### src/rtl/egress_drain_counter_if.sv
// rtl/egress_drain_counter_if.sv - FIFO, egress stream and counter-query signals of egress_drain_counter
// dest_err/err_count exist only when CHECK_DEST_EN is defined.
interface egress_drain_counter_if #(
   parameter int DW = 10,
   parameter int CW = 5
);
   logic [DW-1:0] fifo_data_out4, fifo_data_out5, fifo_data_out6, fifo_data_out7;
   logic          fifo_empty4, fifo_empty5, fifo_empty6, fifo_empty7;
   logic          pop4, pop5, pop6, pop7;
   logic          out_ready;
   logic [DW-1:0] data_out;
   logic          valid_out;
   logic [1:0]    chan_out;
   logic          IDLE;
   logic          req;
   logic [1:0]    idx;
   logic [CW-1:0] contador_out;
   logic          valid_contador;
`ifdef CHECK_DEST_EN
   logic          dest_err;
   logic [7:0]    err_count;
`endif

   modport slave (
      input  fifo_data_out4, fifo_data_out5, fifo_data_out6, fifo_data_out7,
      input  fifo_empty4, fifo_empty5, fifo_empty6, fifo_empty7,
      output pop4, pop5, pop6, pop7,
      input  out_ready,
      output data_out, valid_out, chan_out,
      input  IDLE, req, idx,
`ifdef CHECK_DEST_EN
      output dest_err, err_count,
`endif
      output contador_out, valid_contador
   );

   modport master (
      output fifo_data_out4, fifo_data_out5, fifo_data_out6, fifo_data_out7,
      output fifo_empty4, fifo_empty5, fifo_empty6, fifo_empty7,
      input  pop4, pop5, pop6, pop7,
      output out_ready,
      input  data_out, valid_out, chan_out,
      output IDLE, req, idx,
`ifdef CHECK_DEST_EN
      input  dest_err, err_count,
`endif
      input  contador_out, valid_contador
   );
endinterface

### src/rtl/egress_drain_counter.sv
// rtl/egress_drain_counter.sv - round-robin drain of FIFOs 4..7 into one egress stream with per-channel counters
// Optional destination-class checking is built when CHECK_DEST_EN is defined.
module egress_drain_counter #(
   parameter int DW = 10,
   parameter int CW = 5
) (
   input  logic clk,
   input  logic reset,
   egress_drain_counter_if.slave bus
);
   localparam logic [0:0] S_WAIT  = 1'b0;
   localparam logic [0:0] S_DRAIN = 1'b1;

   logic [0:0]    r_state;
   logic [1:0]    r_rr;
   logic          r_inflight;
   logic [1:0]    r_inflight_ch;
   logic          r_skid_v;
   logic [DW-1:0] r_skid_data;
   logic [1:0]    r_skid_ch;
   logic          r_valid;
   logic [DW-1:0] r_data;
   logic [1:0]    r_chan;
   logic [CW-1:0] r_cnt [4];
   logic          r_vcnt;
   logic [CW-1:0] r_cnt_out;

   logic [3:0]    w_empty;
   logic [DW-1:0] w_fifo_data [4];
   logic          w_out_free;
   logic          w_xfer;
   logic          w_grant_v;
   logic [1:0]    w_grant_ch;
   logic [1:0]    w_cand;
   logic          w_pop_en;
   logic [3:0]    w_pop;
   logic [0:0]    w_state_nxt;
   logic          w_query;

   assign w_empty        = {bus.fifo_empty7, bus.fifo_empty6, bus.fifo_empty5, bus.fifo_empty4};
   assign w_fifo_data[0] = bus.fifo_data_out4;
   assign w_fifo_data[1] = bus.fifo_data_out5;
   assign w_fifo_data[2] = bus.fifo_data_out6;
   assign w_fifo_data[3] = bus.fifo_data_out7;
   assign w_out_free     = !r_valid || bus.out_ready;
   assign w_xfer         = r_valid && bus.out_ready;
   assign w_query        = bus.req && bus.IDLE;

   // r_rr holds the first channel to try: one past the last grant
   always_comb begin
      w_grant_v  = 1'b0;
      w_grant_ch = r_rr;
      w_cand     = r_rr;
      for (int i = 0; i < 4; i++) begin
         w_cand = r_rr + 2'(i);
         if (!w_grant_v && !w_empty[w_cand]) begin
            w_grant_v  = 1'b1;
            w_grant_ch = w_cand;
         end
      end
   end

   assign w_pop_en = (r_state == S_DRAIN) && w_grant_v && !r_skid_v && w_out_free;
   assign w_pop    = w_pop_en ? (4'b0001 << w_grant_ch) : 4'b0000;
   assign bus.pop4 = w_pop[0];
   assign bus.pop5 = w_pop[1];
   assign bus.pop6 = w_pop[2];
   assign bus.pop7 = w_pop[3];

   always_comb begin
      w_state_nxt = r_state;
      case (r_state)
         S_WAIT:  if (w_empty != 4'hF) w_state_nxt = S_DRAIN;
         S_DRAIN: if (w_empty == 4'hF && !r_inflight && !r_skid_v && !r_valid) w_state_nxt = S_WAIT;
         default: w_state_nxt = S_WAIT;
      endcase
   end

   always_ff @(posedge clk or posedge reset) begin
      if (reset) begin
         r_state       <= S_WAIT;
         r_rr          <= 2'd0;
         r_inflight    <= 1'b0;
         r_inflight_ch <= 2'd0;
         r_skid_v      <= 1'b0;
         r_skid_data   <= '0;
         r_skid_ch     <= 2'd0;
         r_valid       <= 1'b0;
         r_data        <= '0;
         r_chan        <= 2'd0;
      end else begin
         r_state    <= w_state_nxt;
         r_inflight <= w_pop_en;
         if (w_pop_en) begin
            r_inflight_ch <= w_grant_ch;
            r_rr          <= w_grant_ch + 2'd1;
         end
         // A word arriving while the output is stalled parks in the skid; pops stop until it drains
         if (w_out_free) begin
            if (r_skid_v) begin
               r_data   <= r_skid_data;
               r_chan   <= r_skid_ch;
               r_valid  <= 1'b1;
               r_skid_v <= 1'b0;
            end else if (r_inflight) begin
               r_data  <= w_fifo_data[r_inflight_ch];
               r_chan  <= r_inflight_ch;
               r_valid <= 1'b1;
            end else begin
               r_valid <= 1'b0;
            end
         end else if (r_inflight) begin
            r_skid_data <= w_fifo_data[r_inflight_ch];
            r_skid_ch   <= r_inflight_ch;
            r_skid_v    <= 1'b1;
         end
      end
   end

   // Query samples counters before this cycle's increment
   always_ff @(posedge clk or posedge reset) begin
      if (reset) begin
         for (int i = 0; i < 4; i++) r_cnt[i] <= '0;
         r_vcnt    <= 1'b0;
         r_cnt_out <= '0;
      end else begin
         if (w_xfer) r_cnt[r_chan] <= r_cnt[r_chan] + 1'b1;
         r_vcnt    <= w_query;
         r_cnt_out <= w_query ? r_cnt[bus.idx] : '0;
      end
   end

   assign bus.data_out       = r_data;
   assign bus.valid_out      = r_valid;
   assign bus.chan_out       = r_chan;
   assign bus.contador_out   = r_cnt_out;
   assign bus.valid_contador = r_vcnt;

`ifdef CHECK_DEST_EN
   logic       r_dest_err;
   logic [7:0] r_err_cnt;
   logic       w_dest_mis;

   assign w_dest_mis = w_xfer && (r_data[DW-1:DW-2] != r_chan);

   always_ff @(posedge clk or posedge reset) begin
      if (reset) begin
         r_dest_err <= 1'b0;
         r_err_cnt  <= 8'd0;
      end else begin
         r_dest_err <= w_dest_mis;
         if (w_dest_mis && r_err_cnt != 8'hFF) r_err_cnt <= r_err_cnt + 8'd1;
      end
   end

   assign bus.dest_err  = r_dest_err;
   assign bus.err_count = r_err_cnt;
`endif
endmodule

### src/flat_wrapper.sv
// flat-port wrapper written by rule: the top's interface ports become plain ports
module egress_drain_counter_flat 
#(
   parameter int DW = 10,
   parameter int CW = 5
)
  (clk, reset, bus_fifo_data_out4, bus_fifo_data_out5, bus_fifo_data_out6, bus_fifo_data_out7, bus_fifo_empty4, bus_fifo_empty5, bus_fifo_empty6, bus_fifo_empty7, bus_pop4, bus_pop5, bus_pop6, bus_pop7, bus_out_ready, bus_data_out, bus_valid_out, bus_chan_out, bus_IDLE, bus_req, bus_idx, bus_contador_out, bus_valid_contador);
  egress_drain_counter_if #(.DW(DW), .CW(CW)) bus_i ();
  input  logic clk;
  input  logic reset;
  input wire logic [$bits(bus_i.fifo_data_out4)-1:0] bus_fifo_data_out4;
  input wire logic [$bits(bus_i.fifo_data_out5)-1:0] bus_fifo_data_out5;
  input wire logic [$bits(bus_i.fifo_data_out6)-1:0] bus_fifo_data_out6;
  input wire logic [$bits(bus_i.fifo_data_out7)-1:0] bus_fifo_data_out7;
  input wire logic [$bits(bus_i.fifo_empty4)-1:0] bus_fifo_empty4;
  input wire logic [$bits(bus_i.fifo_empty5)-1:0] bus_fifo_empty5;
  input wire logic [$bits(bus_i.fifo_empty6)-1:0] bus_fifo_empty6;
  input wire logic [$bits(bus_i.fifo_empty7)-1:0] bus_fifo_empty7;
  output wire logic [$bits(bus_i.pop4)-1:0] bus_pop4;
  output wire logic [$bits(bus_i.pop5)-1:0] bus_pop5;
  output wire logic [$bits(bus_i.pop6)-1:0] bus_pop6;
  output wire logic [$bits(bus_i.pop7)-1:0] bus_pop7;
  input wire logic [$bits(bus_i.out_ready)-1:0] bus_out_ready;
  output wire logic [$bits(bus_i.data_out)-1:0] bus_data_out;
  output wire logic [$bits(bus_i.valid_out)-1:0] bus_valid_out;
  output wire logic [$bits(bus_i.chan_out)-1:0] bus_chan_out;
  input wire logic [$bits(bus_i.IDLE)-1:0] bus_IDLE;
  input wire logic [$bits(bus_i.req)-1:0] bus_req;
  input wire logic [$bits(bus_i.idx)-1:0] bus_idx;
  output wire logic [$bits(bus_i.contador_out)-1:0] bus_contador_out;
  output wire logic [$bits(bus_i.valid_contador)-1:0] bus_valid_contador;
  assign bus_i.fifo_data_out4 = bus_fifo_data_out4;
  assign bus_i.fifo_data_out5 = bus_fifo_data_out5;
  assign bus_i.fifo_data_out6 = bus_fifo_data_out6;
  assign bus_i.fifo_data_out7 = bus_fifo_data_out7;
  assign bus_i.fifo_empty4 = bus_fifo_empty4;
  assign bus_i.fifo_empty5 = bus_fifo_empty5;
  assign bus_i.fifo_empty6 = bus_fifo_empty6;
  assign bus_i.fifo_empty7 = bus_fifo_empty7;
  assign bus_pop4 = bus_i.pop4;
  assign bus_pop5 = bus_i.pop5;
  assign bus_pop6 = bus_i.pop6;
  assign bus_pop7 = bus_i.pop7;
  assign bus_i.out_ready = bus_out_ready;
  assign bus_data_out = bus_i.data_out;
  assign bus_valid_out = bus_i.valid_out;
  assign bus_chan_out = bus_i.chan_out;
  assign bus_i.IDLE = bus_IDLE;
  assign bus_i.req = bus_req;
  assign bus_i.idx = bus_idx;
  assign bus_contador_out = bus_i.contador_out;
  assign bus_valid_contador = bus_i.valid_contador;
  egress_drain_counter #(.DW(DW), .CW(CW)) u_core (.clk(clk), .reset(reset), .bus(bus_i));
endmodule
### config.mk
export PLATFORM = sky130hd
export DESIGN_NAME = egress_drain_counter_flat
export DESIGN_NICKNAME = d
export VERILOG_FILES = /design/src/rtl/egress_drain_counter_if.sv /design/src/rtl/egress_drain_counter.sv /design/src/flat_wrapper.sv
export SDC_FILE = /design/constraint.sdc
export NUM_CORES = 1
export LEC_CHECK = 0
export BUFFER_PORTS_ARGS = -buffer_cell sky130_fd_sc_hd__clkbuf_2
export CORE_MARGIN = 4
export CORE_UTILIZATION = 30
export DETAILED_ROUTE_END_ITERATION = 12
export MAX_ROUTING_LAYER = met4
export PLACE_DENSITY = 0.47
export SKIP_LAST_GASP = 1
export SLEW_MARGIN = 20
export SYNTH_ARGS = -nofsm -noshare
export SYNTH_HDL_FRONTEND = slang
export SYNTH_SLANG_ARGS = --single-unit
### constraint.sdc
create_clock -name clk -period 2.4 [get_ports clk]
set_input_delay 0.24 -clock clk [delete_from_list [all_inputs] [get_ports clk]]
set_output_delay 0.24 -clock clk [all_outputs]
set_load 0.1 [all_outputs]
==> qor.yml <==
worst_setup_path:
  worstSetupPathType: "register to primary output"
  r2r_slack_ps: 430
  reg2reg_to: "u_core.r_cnt[7]$_DFFE_PP0P_"
  required_ps: 2160
  end_kind: "primary output"
  critical_path_arrival_ps: 2010
  crit_end: "bus_pop7"
  cp-start-kind: "register"
  reg2reg_depth: 4
  r2r_start: "u_core.bus.chan_out[0]$_DFFE_PP0P_"
  worst-path-max-fanout: 5
  crit_start: "u_core.r_rr[0]$_DFFE_PP0P_"
global_route:
  overflow: 0
  grt_max_degree: 32
  grt_pass1_vias: 2162
  grt_first_pass_wirelength_um: 10800
  antenna_found_initial: 0
  grt_usage_pct: 12.5
finish:
  num_antenna_cells: 0
  fin_cells: 448
  drive_above_1_share_pct: 46.4
  nNetsFinal: 370
  syn_to_final_growth_pct: 29.5
  layout_common_cells: "69 x clkbuf_2, 56 x dfrtp_1, 34 x nand2_1"
  final_common_cell: "clkbuf_2"
cts:
  root_buffer: "clkbuf_8"
  clockBufferDepth: 2
  cts_made_buffers: 9
  cts_tree: "yes"
  cts.sinks: 58
  clk_latency_ps: 330
  path_clk_slew_ps: 70
  h-tree-depth: 3
floorplanning:
  die_y_um: 107
  start_util_pct: 31.3
  fp.coreArea_um2: 9420
  die_x_um: 107
  die-area_um2: 11500
  fp-row-count: 35
  pin_count: 74
synth:
  syn_avg_cell_area_um2: 12.6
  synth_cells: 234
  synth-warning-count: 0
  ys_ff_latch: 58
  synth_cell_types: 36
  syn_nets: 290
  synth-seq-area-share_pct: 49.3
  syn_area_um2: 2950
drt:
  viasPerCell: 4.60
  route.detailed.drc: 0
  vias: 2060
  met2_length_um: 3000
  routedLengthMet1_um: 3160
  ant_nets: 0
  post_drt_wl_per_cell_um: 14.6
  routed_wl_um: 6560
  drtPass1Iterations: 4
  first_iter_violations: 97
  met3_length_um: 302
  highest_layer: "met4"
timing:
  drv_slew: 0
  period_needed_ps: 2250
  period_share_pct: 93.6
  setup_tns_ps: 0
  max_freq_mhz: 445
  timing.final.hold_violations: 0
  worstMarginPinSlew_ps: 638
  rsz0062_at_grt: "false"
  fin_skew_ps: 10.6
  slew_headroom_pct: 57.5
  finalSetupViolations: 0
pwr:
  cellLeakagePower_nw: 1.72
  max-vdd-ir-drop_mv: 0.589
  power_density_nw_per_um2: 1510
place:
  dpl.cell_count: 431
  gp_congestion: 0.798
  place_hpwl_um: 4840
  portBuffers: 73
min_path:
  hp-start: "bus_IDLE"
  hold_class: "input pin to register"
run_status:
  status: "finished clean"
run:
  maxCapViolCount: 0
-- per-stage QoR --
stage / util [%] / setup slack, ps / power, mW / instance area [um2] / hold slack [ps]
3_5_place_dp: 37.7 / 398 / 4.68 / 3550 / 342
4_1_cts: 40.5 / 78.2 / 5.82 / 3810 / 259
5_1_grt: 40.5 / 2.79 / 6.15 / 3820 / 269
6_report: 40.5 / 153 / 5.76 / 3820 / 257
2_1_floorplan: - / 43.9 / 4.04 / 2950 / 435
3_3_place_gp: 37.7 / 446 / 4.65 / 3550 / 348
-- area by class of cell --
type                            count  area (um2)
Clock buffer                       10         138
Clock inverter                      6         114
Fill cell                         903        5600
Inverter                            5        23.8
Multi-Input combinational cell    160        1420
Sequential cell                    58        1450
Tap cell                          129         161
Timing Repair Buffer               80         505
-- sequential cells by signal (all words and copies together), names as in the netlist, 2 cells and up --
register                 cells
u_core.bus.chan_out          2
u_core.r_inflight_ch         2
u_core.r_cnt                20
u_core.r_skid_data          10
u_core.bus.data_out         10
u_core.r_rr                  2
u_core.bus.contador_out      5
u_core.r_skid_ch             2
-- critical path: stages (launching register included) --
cell and delay [ps]:
dfrtp_1 410, or2_2 330, a21oi_1 120, a211o_1 190, inv_1 80, ha_1 190, and2_2 180, buf_12 160
-- report_power, final --
part           switching (mW)  internal (mW)  total (mW)
Clock                   0.408          0.720        1.13
Combinational            1.83           1.04        2.88
Sequential              0.361           1.40        1.76
Total                    2.60           3.16        5.76
-- how the worst min path moves through the flow --
stage	endpoint	slack, ps	cells past startpoint
2_1_floorplan	u_core.r_skid_v$_DFFE_PP0P_	430	2
3_3_place_gp	u_core.bus.data_out[2]$_DFFE_PP0P_	350	2
3_5_place_dp	u_core.bus.data_out[2]$_DFFE_PP0P_	340	2
4_1_cts	u_core.bus.valid_contador$_DFF_PP0_	260	2
5_1_grt	u_core.bus.valid_contador$_DFF_PP0_	270	2
6_report	u_core.bus.valid_contador$_DFF_PP0_	260	2
-- Yosys cell counts (all sizes together) --
library cell,instances,area (um2)
nand4,1,6.26
a31oi,1,6.26
ha,5,62.6
clkbuf,5,18.8
or2,1,6.26
mux2,17,191
mux4,20,450
and4,1,8.76
and2,10,62.6
xor2,2,32.5
o21ai,29,145
a21oi,5,25.0
xnor2,1,8.76
clkinv,1,8.76
nor2,6,22.5
inv,4,15.0
buf,6,45.0
nor2b,3,26.3
mux2i,12,120
a211o,1,8.76
o22ai,1,6.26
o31ai,1,7.51
or4b,1,13.8
nand2b,2,12.5
nand4b,2,17.5
dfrtp,58,1450
nand3,2,20.0
a32oi,1,8.76
nand2,34,128
nor3,1,10.0
-- layer usage --
metal | vias to the layer above | global-route usage [%]
met4 | 0 | 5.21
met1 | 996 | 17.0
li1 | 1011 | -
met2 | 46 | 17.9
met3 | 7 | 3.01
met5 | - | -
-- cell families after synthesis --
logic type | count (synthesis) | share of synthesized area (%)
XOR/XNOR | 3 | 1.40
adder cells (fa/ha/maj) | 5 | 2.12
AND/OR/NAND/NOR | 64 | 11.3
flip-flops | 58 | 49.3
multiplexers | 49 | 25.9
AO/OA/AOI/OAI | 39 | 7.05
buffers and inverters | 16 | 2.97
-- timing repair --
| action | 4_1_cts | 5_1_grt |
|---|---|---|
| hold endpoints to repair | 27 | 0 |
| resized for setup | 0 | 1 |
| endpoints found under the setup margin | 0 | 2 |
| setup buffers | 0 | 0 |
| hold buffers | 1 | 0 |
No activity file was read; power rests on OpenSTA's default activity.
